### config.mk
export PLATFORM = sky130hd
export DESIGN_NAME = shift_register_burst
export DESIGN_NICKNAME = d
export VERILOG_FILES = /design/src/rtl/shift_register_burst.sv
export SDC_FILE = /design/constraint.sdc
export NUM_CORES = 1
export LEC_CHECK = 0
export ABC_CLOCK_PERIOD_IN_PS = 2100
export BUFFER_PORTS_ARGS = -buffer_cell sky130_fd_sc_hd__buf_2
export CAP_MARGIN = 20
export CORE_MARGIN = 3
export CORE_UTILIZATION = 47
export DETAILED_ROUTE_END_ITERATION = 10
export PLACE_DENSITY_LB_ADDON = 0.15
export SYNTH_ARGS = -nofsm -noshare
export SYNTH_HDL_FRONTEND = slang
export SYNTH_SLANG_ARGS = --single-unit
### constraint.sdc
create_clock -name clk -period 2.1 [get_ports clk]
set_input_delay 0.63 -clock clk [delete_from_list [all_inputs] [get_ports clk]]
set_output_delay 0.63 -clock clk [all_outputs]
set_load 0.005 [all_outputs]
### src/rtl/shift_register_burst.sv
// shift_register_burst: parametrised universal shift register with a burst sequencer.
//   clk, rst_n          : rising-edge clock, asynchronous active-low reset
//   mode[2:0]           : operation select (hold/shl/shr/rol/ror/load/clear/asr)
//   sin_r, sin_l        : serial inputs into LSB (shift left) / MSB (logical shift right)
//   pin[WIDTH-1:0]      : parallel load data
//   start, len          : request a burst of len applications of the latched mode
//   q                   : register contents
//   sout_l, sout_r      : q MSB / q LSB (combinational)
//   busy, done          : burst in progress / one-cycle completion pulse
module shift_register_burst #(
    parameter int unsigned WIDTH = 6,
    parameter int unsigned LEN_W = 4
) (
    input  logic             clk,
    input  logic             rst_n,
    input  logic [2:0]       mode,
    input  logic             sin_r,
    input  logic             sin_l,
    input  logic [WIDTH-1:0] pin,
    input  logic             start,
    input  logic [LEN_W-1:0] len,
    output logic [WIDTH-1:0] q,
    output logic             sout_l,
    output logic             sout_r,
    output logic             busy,
    output logic             done
);

    localparam logic [2:0] MODE_HOLD  = 3'b000;
    localparam logic [2:0] MODE_SHL   = 3'b001;
    localparam logic [2:0] MODE_SHR   = 3'b010;
    localparam logic [2:0] MODE_ROL   = 3'b011;
    localparam logic [2:0] MODE_ROR   = 3'b100;
    localparam logic [2:0] MODE_LOAD  = 3'b101;
    localparam logic [2:0] MODE_CLEAR = 3'b110;
    localparam logic [2:0] MODE_ASR   = 3'b111;

    typedef enum logic [1:0] {
        ST_IDLE = 2'd0,
        ST_RUN  = 2'd1,
        ST_DONE = 2'd2
    } state_e;

    state_e           state_q, state_d;
    logic [LEN_W-1:0] cnt_q, cnt_d;
    logic [2:0]       mode_q, mode_d;
    logic [WIDTH-1:0] q_q, q_d;
    logic             busy_q, busy_d;
    logic             done_q, done_d;

    // One application of an operation to the current register value.
    function automatic logic [WIDTH-1:0] apply_op(
        input logic [2:0]       m,
        input logic [WIDTH-1:0] cur,
        input logic             s_r,
        input logic             s_l,
        input logic [WIDTH-1:0] p
    );
        logic [WIDTH-1:0] r;
        r = cur;
        case (m)
            MODE_HOLD:  r = cur;
            MODE_SHL:   r = {cur[WIDTH-2:0], s_r};
            MODE_SHR:   r = {s_l, cur[WIDTH-1:1]};
            MODE_ROL:   r = {cur[WIDTH-2:0], cur[WIDTH-1]};
            MODE_ROR:   r = {cur[0], cur[WIDTH-1:1]};
            MODE_LOAD:  r = p;
            MODE_CLEAR: r = '0;
            MODE_ASR:   r = {cur[WIDTH-1], cur[WIDTH-1:1]};
            default:    r = cur;
        endcase
        return r;
    endfunction

    // State and datapath registers.
    always_ff @(posedge clk or negedge rst_n) begin
        if (!rst_n) begin
            state_q <= ST_IDLE;
            cnt_q   <= '0;
            mode_q  <= '0;
            q_q     <= '0;
            busy_q  <= 1'b0;
            done_q  <= 1'b0;
        end else begin
            state_q <= state_d;
            cnt_q   <= cnt_d;
            mode_q  <= mode_d;
            q_q     <= q_d;
            busy_q  <= busy_d;
            done_q  <= done_d;
        end
    end

    // Next-state, counter and datapath selection.
    always_comb begin
        state_d = state_q;
        cnt_d   = cnt_q;
        mode_d  = mode_q;
        q_d     = q_q;

        case (state_q)
            ST_IDLE: begin
                if (start) begin
                    // A burst start leaves q untouched on the start edge.
                    if (len != '0) begin
                        mode_d  = mode;
                        cnt_d   = len;
                        state_d = ST_RUN;
                    end else begin
                        state_d = ST_DONE;
                    end
                end else begin
                    q_d = apply_op(mode, q_q, sin_r, sin_l, pin);
                end
            end
            ST_RUN: begin
                // Only the mode is latched; serial and parallel data are live.
                q_d   = apply_op(mode_q, q_q, sin_r, sin_l, pin);
                cnt_d = cnt_q - LEN_W'(1);
                if (cnt_q == LEN_W'(1)) begin
                    state_d = ST_DONE;
                end
            end
            ST_DONE: begin
                state_d = ST_IDLE;
            end
            default: begin
                state_d = ST_IDLE;
            end
        endcase

        // Status flags are registered decodes of the next state.
        busy_d = (state_d == ST_RUN);
        done_d = (state_d == ST_DONE);
    end

    assign q      = q_q;
    assign busy   = busy_q;
    assign done   = done_q;
    assign sout_l = q_q[WIDTH-1];
    assign sout_r = q_q[0];

endmodule
==> impl_metrics.json, run 1 <==
{
  "status": "completed",
  "start_util_pct": 50.25,
  "ctsResizeCount": 0,
  "yosys-top-cells-area": "dfrtp_1, o21ai_0, a221oi_1",
  "wl_um": 3277,
  "cap_violations": 0,
  "drtIter0Drc": 68,
  "wl_per_cell_um": 16.30,
  "fin_cells": 201,
  "rsz0062_at_grt": "no",
  "cts_tree": "done",
  "postSynthAreaPerCell_um2": 8.785,
  "drc": 0,
  "synth_area_leader_cell": "dfrtp_1",
  "ys_warn_count": 0,
  "synth_enable_flop_cells": 0,
  "p_sw_uw": 953.6,
  "synth_nets": 163,
  "drive_above_1_share_pct": 27.49,
  "synthAdderAreaFrac_pct": 1.992,
  "antenna_found_initial": 0,
  "startpoint_type": "register",
  "rows": 18,
  "power.internal_mw": 1.123,
  "ir_drop_mv": 0.8847,
  "syn2layout_area_growth_pct": 15.84,
  "ctsHoldBuffers": 0,
  "finalCritPeriodShare_pct": 80.49,
  "setup_viol": 0,
  "clk_pin_slew_ns": 0.11,
  "die_w_um": 57.70,
  "grt_pass1_wl_um": 5306,
  "syn-cell-area_um2": 1256,
  "clockBufferDepth": 2,
  "die_y_um": 57.70,
  "ys_async_sr_fraction_pct": 100.0,
  "finalCriticalPeriod_ns": 1.690,
  "arrival_ns": 1.91,
  "power.total_mw": 2.077,
  "core-area_um2": 2500,
  "overflow": 0,
  "ioPinCount": 28,
  "cp-end-kind": "register",
  "synth_compound_area_share_pct": 27.39,
  "synth_top_family_by_area": "compound AO/OA/AOI/OAI gates",
  "ys_seq_area_share_pct": 33.86,
  "post-route-cell-area_um2": 1455,
  "final_util_pct": 58.21,
  "hpwlAfterDp_um": 2504,
  "pre_cts_slack_ns": 0.1444,
  "die_area_um2": 3329,
  "grt_pass1_vias": 1189,
  "synth_cell_type_count": 43,
  "synth_xor_area_share_pct": 2.092,
  "grt_max_degree": 18,
  "cellPowerDensity_nw_per_um2": 1427,
  "cts_htree_levels": 1,
  "vias": 1258,
  "slew_headroom_pct": 63.10,
  "vias_per_cell": 6.259,
  "diodes": 0,
  "dpl_cell_area_um2": 1425,
  "antenna_left": 0,
  "crit_fanout": 10,
  "power_frac_seq_pct": 35.0,
  "p_clk_share_pct": 9.0,
  "synth_top_area_share_pct": 33.86,
  "cts.sinks": 17,
  "critPathKind": "reg -> reg",
  "synth_mux_area_share_pct": 5.876,
  "final_nets": 192,
  "netlist_instances": 143,
  "tightest_slew_ns": 0.5458,
  "numPortBuffers": 27,
  "hp-class": "in -> async",
  "hold_viol_final": 0,
  "p_leak_nw": 0.6410,
  "dr.pass1.iters": 5,
  "clock_skew_ns": 0.01153,
  "synthSimpleGateAreaFrac_pct": 23.41,
  "switching_share_pct": 45.92,
  "mostFrequentLayoutCells": "buf_2, o21ai_0, dfrtp_1",
  "cts-root-buf": "clkbuf_4",
  "cts_setup_buffers": 0,
  "setup_tns_ns": 0,
  "final.setup.worst_slack_ns": 0.4097,
  "n_fill_cell": 235,
  "cp.required_ns": 2.32,
  "gp_congestion": 0.9065,
  "synth-seq-cells": 17,
  "combPwrFrac_pct": 56.0,
  "grt_util_all_layers_pct": 20.66,
  "maxClockFrequency_mhz": 591.6,
  "synth-main-ff-cell": "dfrtp_1",
  "cts_buffers": 3,
  "drv_slew": 0,
  "whs_ns": 0.2202,
  "worstSkewPairLatency_ns": 0.31,
  "final_common_cell": "buf_2",
  "dp.cells": 197
}
power by group through the flow:
stage	Sequential, mW	Clock [mW]	Combinational, mW
6_report	0.726	0.187	1.16
5_1_grt	0.756	0.200	1.31
4_1_cts	0.723	0.191	1.16
3_5_place_dp	0.729	0	1.16
3_3_place_gp	0.720	0	1.13
2_1_floorplan	0.624	0	0.914
Yosys cell counts, drive strengths merged (3+ instances only):
master	instances
nand2	6
mux2	3
nand2b	9
o21ai	17
mux2i	4
a21oi	6
nor2b	5
clkbuf	3
nor2	9
buf	7
inv	3
dfrtp	17
nand3	3
o31ai	6
a221oi	7
nor3	3
layout make-up:
cell class,instances,area [um^2],area share (%)
Multi-Input combinational cell,113,763.2,52.45
Tap cell,30,37.54,2.580
Timing Repair Buffer,34,187.7,12.90
Inverter,3,11.26,0.7739
Sequential cell,17,425.4,29.23
Clock inverter,1,7.507,0.5159
Clock buffer,3,22.52,1.548
critical path, stage by stage, from the launching register on:
cell,delay (ns)
dfrtp_1,0.56
nor4b_1,0.15
or2_2,0.33
or2_2,0.33
o31ai_1,0.24
routing by layer:
layer  routed length, um  part of all wire [%]  track usage, %
met5                   0                     0               0
met4                 108                   3.3           9.934
met3                 241                   7.4           3.786
met2                1609                    49           36.61
met1                1317                    40           23.80
state kept, by name, indices dropped and copies added (netlist names):
register / count
done: 1
state_q: 2
q: 6
busy: 1
mode_q: 3
cnt_q: 4
cell families after synthesis:
group	Yosys count
flops	17
fa+ha+maj	2
buf+inv	13
compound gates	50
xor+xnor	3
mux	7
simple gates	51
worst paths after layout:
kind / endpoint / cells after the start / slack (ns) / startpoint
min in group clk: cnt_q[2] / 3 / 0.57 / len[2]
max reg2reg: q[4] / 4 / 0.41 / mode_q[0]
max in group asynchronous: mode_q[0] / 1 / 1.59 / rst_n
max: q[4] / 4 / 0.41 / mode_q[0]
min: q[3] / 1 / 0.22 / rst_n
min reg2reg: cnt_q[1] / 2 / 0.58 / cnt_q[1]
No activity file was read; power rests on OpenSTA's default activity.
==> run 2: changes to the inputs <==
- ABC_CLOCK_PERIOD_IN_PS: 2100 -> 1580
- clock period: 2.1 -> 1.58 ns (I/O delays scaled with it)
==> impl_metrics.json, run 2 (synthesized netlist as in run 1, its figures left out) <==
{
  "maxClockFrequency_mhz": 639.1,
  "power_frac_seq_pct": 30.0,
  "die_area_um2": 3329,
  "vias": 1290,
  "worstSkewPairLatency_ns": 0.29,
  "arrival_ns": 1.74,
  "cts_htree_levels": 1,
  "dp.cells": 211,
  "finalCritPeriodShare_pct": 99.03,
  "rows": 18,
  "p_sw_mw": 1.363,
  "critPathKind": "reg -> reg",
  "final_common_cell": "buf_2",
  "cts_buffers": 3,
  "switching_share_pct": 44.34,
  "finalCriticalPeriod_ns": 1.565,
  "drtIter0Drc": 67,
  "die_w_um": 57.70,
  "core-area_um2": 2500,
  "die_y_um": 57.70,
  "fin_cells": 216,
  "grt_max_degree": 18,
  "mostFrequentLayoutCells": "buf_2, buf_4, o21ai_0",
  "final_nets": 207,
  "setup_viol": 0,
  "wl_um": 3465,
  "syn2layout_area_growth_pct": 29.78,
  "dpl_cell_area_um2": 1543,
  "vias_per_cell": 5.972,
  "power.internal_mw": 1.711,
  "critPathLaunch": "mode_q[2]",
  "crit_fanout": 9,
  "combPwrFrac_pct": 62.5,
  "ioPinCount": 28,
  "grt_pass1_vias": 1239,
  "cellPowerDensity_nw_per_um2": 1885,
  "hpwlAfterDp_um": 2653,
  "ir_drop_mv": 1.178,
  "setup_tns_ns": 0,
  "drv_slew": 0,
  "hold_viol_final": 0,
  "n_fill_cell": 226,
  "tightest_slew_ns": 0.5099,
  "final.setup.worst_slack_ns": 0.01537,
  "antenna_found_initial": 0,
  "cts_tree": "done",
  "diodes": 0,
  "drc": 0,
  "start_util_pct": 50.25,
  "p_clk_share_pct": 7.5,
  "pre_cts_slack_ns": -0.2240,
  "antenna_left": 0,
  "clock_skew_ns": 0.002728,
  "r2r_start": "mode_q[2]",
  "status": "completed",
  "rsz0062_at_grt": "yes",
  "p_leak_nw": 0.7311,
  "numPortBuffers": 27,
  "drive_above_1_share_pct": 37.63,
  "post-route-cell-area_um2": 1630,
  "hp-class": "in -> async",
  "cts.sinks": 17,
  "grt_pass1_wl_um": 5589,
  "startpoint_type": "register",
  "clk_pin_slew_ns": 0.09,
  "slew_headroom_pct": 65.65,
  "cp.required_ns": 1.76,
  "grt_util_all_layers_pct": 21.94,
  "dr.pass1.iters": 4,
  "gp_congestion": 0.8963,
  "wl_per_cell_um": 16.04,
  "cp-end-kind": "register",
  "overflow": 0,
  "cts-root-buf": "clkbuf_4",
  "largest_register_ff_count": 6,
  "cap_violations": 0,
  "clockBufferDepth": 2
}
[run 2: repair_timing]
item,in CTS,in global routing
setup endpoints to repair,5,9
buffers inserted,1,0
gates resized for setup,2,10
hold buffers,0,0
pin swaps,0,1
[run 2: layout make-up]
class	count	area (um^2)	area share (%)
Tap cell	30	37.54	2.302
Multi-Input combinational cell	113	815.8	50.04
Clock buffer	4	26.28	1.612
Timing Repair Buffer	49	312.8	19.19
Sequential cell	17	426.7	26.17
Inverter	3	11.26	0.6907
[run 2: worst max-delay path, cell delays in order (launching register included)]
cell,delay (ns)
dfrtp_1,0.42
buf_4,0.19
and3b_1,0.26
o2bb2ai_1,0.15
nor3_1,0.32
o31ai_1,0.10
[run 2: path summary, 6_finish.rpt]
check                      slack [ns]         end  cells after the start
max                              0.02        q[0]                      5
min                              0.09        q[0]                      1
max reg2reg                      0.02        q[0]                      5
min reg2reg                      0.56    cnt_q[3]                      1
max in group asynchronous        1.19  state_q[0]                      1
min in group clk                 0.43    cnt_q[2]                      3
[run 2: layer usage]
| metal | routed length [um] | part of all wire (%) | GRT usage (%) |
|---|---|---|---|
| met4 | 89 | 2.6 | 10.60 |
| met3 | 169 | 4.9 | 4.232 |
| met5 | 0 | 0 | 0 |
| met1 | 1469 | 42 | 26.22 |
| met2 | 1736 | 50 | 37.58 |
[run 2: metrics by stage]
stage / hold slack [ns] / power (mW) / util [%]
final: 0.08990 / 3.074 / 65.22
after global routing: 0.09334 / 3.340 / 65.22
after floorplan: 0.1784 / 2.044 / -
after global placement: 0.4117 / 2.584 / 61.71
after CTS: 0.08950 / 2.909 / 63.31
after detailed placement: 0.4170 / 2.627 / 61.71
[run 2: power by group through the flow]
stage               combinational [mW]  sequential, mW  clock (mW)
floorplan                         1.21           0.829           0
global placement                  1.67           0.917           0
detailed placement                1.70           0.924           0
CTS                               1.75           0.913       0.244
global route                      2.11           0.965       0.266
finish                            1.92           0.923       0.230
==> run 3: changes to the inputs <==
- ABC_AREA: not set -> 1
==> impl_metrics.json, run 3 <==
{
  "diodes": 0,
  "n_fill_cell": 266,
  "syn2layout_area_growth_pct": 14.78,
  "vias_per_cell": 5.642,
  "yosys-top-cells-area": "dfrtp_1, nand2_1, nand3_1",
  "hold_viol_final": 0,
  "cp_num_buf_inv": 1,
  "die_area_um2": 3341,
  "synth_top_area_share_pct": 33.73,
  "largest_register_ff_count": 6,
  "synth_nets": 204,
  "netlist_instances": 184,
  "slew_headroom_pct": 70.23,
  "synth_cell_type_count": 21,
  "mostFrequentLayoutCells": "nand2_1, nand3_1, buf_2",
  "ys_seq_area_share_pct": 33.73,
  "drtIter0Drc": 86,
  "overflow": 0,
  "drive_above_1_share_pct": 20.66,
  "cp.required_ns": 1.78,
  "gp_congestion": 0.9656,
  "crit_family": "simple AND/OR/NAND/NOR gates",
  "grt-busiest-layer": "met2",
  "slowest_stage": "dfrtp_1",
  "postSynthAreaPerCell_um2": 6.854,
  "numPortBuffers": 27,
  "final_common_cell": "nand2_1",
  "path_common_cell": "nand3_1",
  "antenna_left": 0,
  "status": "completed",
  "antenna_found_initial": 0,
  "maxClockFrequency_mhz": 683.5,
  "dr.pass1.iters": 4,
  "ctsHoldBuffers": 0,
  "multi_input_area_um2": 724.4,
  "cts_tree": "done",
  "syn-cell-area_um2": 1261,
  "synth-seq-cells": 17,
  "clockBufferDepth": 2,
  "cts_setup_buffers": 0,
  "cts_buffers": 3,
  "area.sequential_um2": 425.4,
  "drv_slew": 0,
  "wl_um": 3474,
  "start_util_pct": 50.00,
  "ys_warn_count": 0,
  "die_y_um": 57.80,
  "hpwlAfterDp_um": 2715,
  "path_cells": "nor2_1 > nand3_1 > nand3b_4 > inv_2 > nand3_1 > nand2_1",
  "cp-end-kind": "register",
  "grtUsageMet3_pct": 4.900,
  "ctsResizeCount": 0,
  "ir_drop_mv": 1.185,
  "cts.sinks": 17,
  "cts_htree_levels": 1,
  "synth_area_leader_cell": "dfrtp_1",
  "final_util_pct": 57.39,
  "grt_util_all_layers_pct": 23.07,
  "ioPinCount": 28,
  "critPathKind": "reg -> reg",
  "synth_most_common_cell": "nand2_1",
  "cap_violations": 0,
  "ys_async_sr_fraction_pct": 100.0,
  "final.setup.worst_slack_ns": 0.1170,
  "hp-class": "in -> async",
  "synth_enable_flop_cells": 0,
  "grt_pass1_wl_um": 5961,
  "final_nets": 234,
  "pre_cts_slack_ns": 0.03910,
  "post-route-cell-area_um2": 1448,
  "p_leak_nw": 0.7180,
  "grtUsageMet2_pct": 35.16,
  "drc": 0,
  "clock_skew_ns": 0.009326,
  "arrival_ns": 1.66,
  "core-area_um2": 2522,
  "rows": 18,
  "finalCriticalPeriod_ns": 1.463,
  "setup_tns_ns": 0,
  "grt_max_degree": 18,
  "die_w_um": 57.80,
  "synth-main-ff-cell": "dfrtp_1",
  "vias": 1371,
  "cellPowerDensity_nw_per_um2": 1887,
  "grt_pass1_vias": 1305,
  "power.total_mw": 2.732,
  "cpPeakStageDelay_ns": 0.45,
  "setup_viol": 0,
  "dpl_cell_area_um2": 1420,
  "crit_fanout": 8,
  "grt_util_met1_pct": 32.54,
  "wl_per_cell_um": 14.30,
  "tightest_slew_ns": 0.4456,
  "clk_pin_slew_ns": 0.11,
  "startpoint_type": "register",
  "yosys-top-cells-count": "nand2_1, nand3_1, nor2_1",
  "rsz0062_at_grt": "no",
  "worstSkewPairLatency_ns": 0.30,
  "cts-root-buf": "clkbuf_4",
  "finalCritPeriodShare_pct": 92.60
}
## run 3: through the flow
stage | hold slack [ns] | instances
2_1_floorplan | 0.1784 | 184
3_3_place_gp | 0.4123 | 239
3_5_place_dp | 0.4175 | 239
4_1_cts | 0.08574 | 243
5_1_grt | 0.09011 | 243
6_report | 0.07276 | 243
## run 3: worst paths after layout
kind,end,from,cells after the start,slack [ns]
setup / recovery,q[0],state_q[1],6,0.12
hold / removal,busy,rst_n,1,0.07
setup reg to reg,q[0],state_q[1],6,0.12
hold reg to reg,busy,state_q[0],1,0.55
max in group asynchronous,q[3],rst_n,1,1.23
min in group clk,cnt_q[0],len[0],3,0.45
## run 3: final cells by class
cell class,count,area share (%)
repair buffers,30,10.89
multi-input cells,142,50.04
well taps,30,2.593
clock buffers,3,1.556
flip-flops and latches,17,29.39
clock inverters,1,0.3457
inverters,20,5.186
## run 3: logic make-up after synthesis
| group | Yosys count | synth area share [%] |
|---|---|---|
| flip-flops | 17 | 33.73 |
| XOR/XNOR | 2 | 1.389 |
| buffers and inverters | 25 | 8.829 |
| AO/OA/AOI/OAI | 18 | 7.738 |
| AND/OR/NAND/NOR | 120 | 46.33 |
| adder cells (fa/ha/maj) | 2 | 1.984 |
## run 3: power by group
group | switching (mW) | internal (mW) | total [mW] | leakage (nW)
clock network | 0.141 | 0.0943 | 0.236 | 0.0177
registers | 0.268 | 0.645 | 0.913 | 0.206
logic | 0.958 | 0.626 | 1.58 | 0.494
total | 1.37 | 1.37 | 2.73 | 0.718
## run 3: per-layer routing
| layer | part of all wire [%] | vias up |
|---|---|---|
| met5 | 0 | - |
| met4 | 0.72 | 0 |
| met3 | 6.8 | 4 |
| met2 | 47 | 51 |
| met1 | 46 | 631 |
| li1 | - | 685 |
## run 3: worst register-to-register path, cell delays in order (launching register included)
cell	delay [ns]
dfrtp_1	0.45
nor2_1	0.30
nand3_1	0.20
nand3b_4	0.17
inv_2	0.08
nand3_1	0.09
nand2_1	0.06
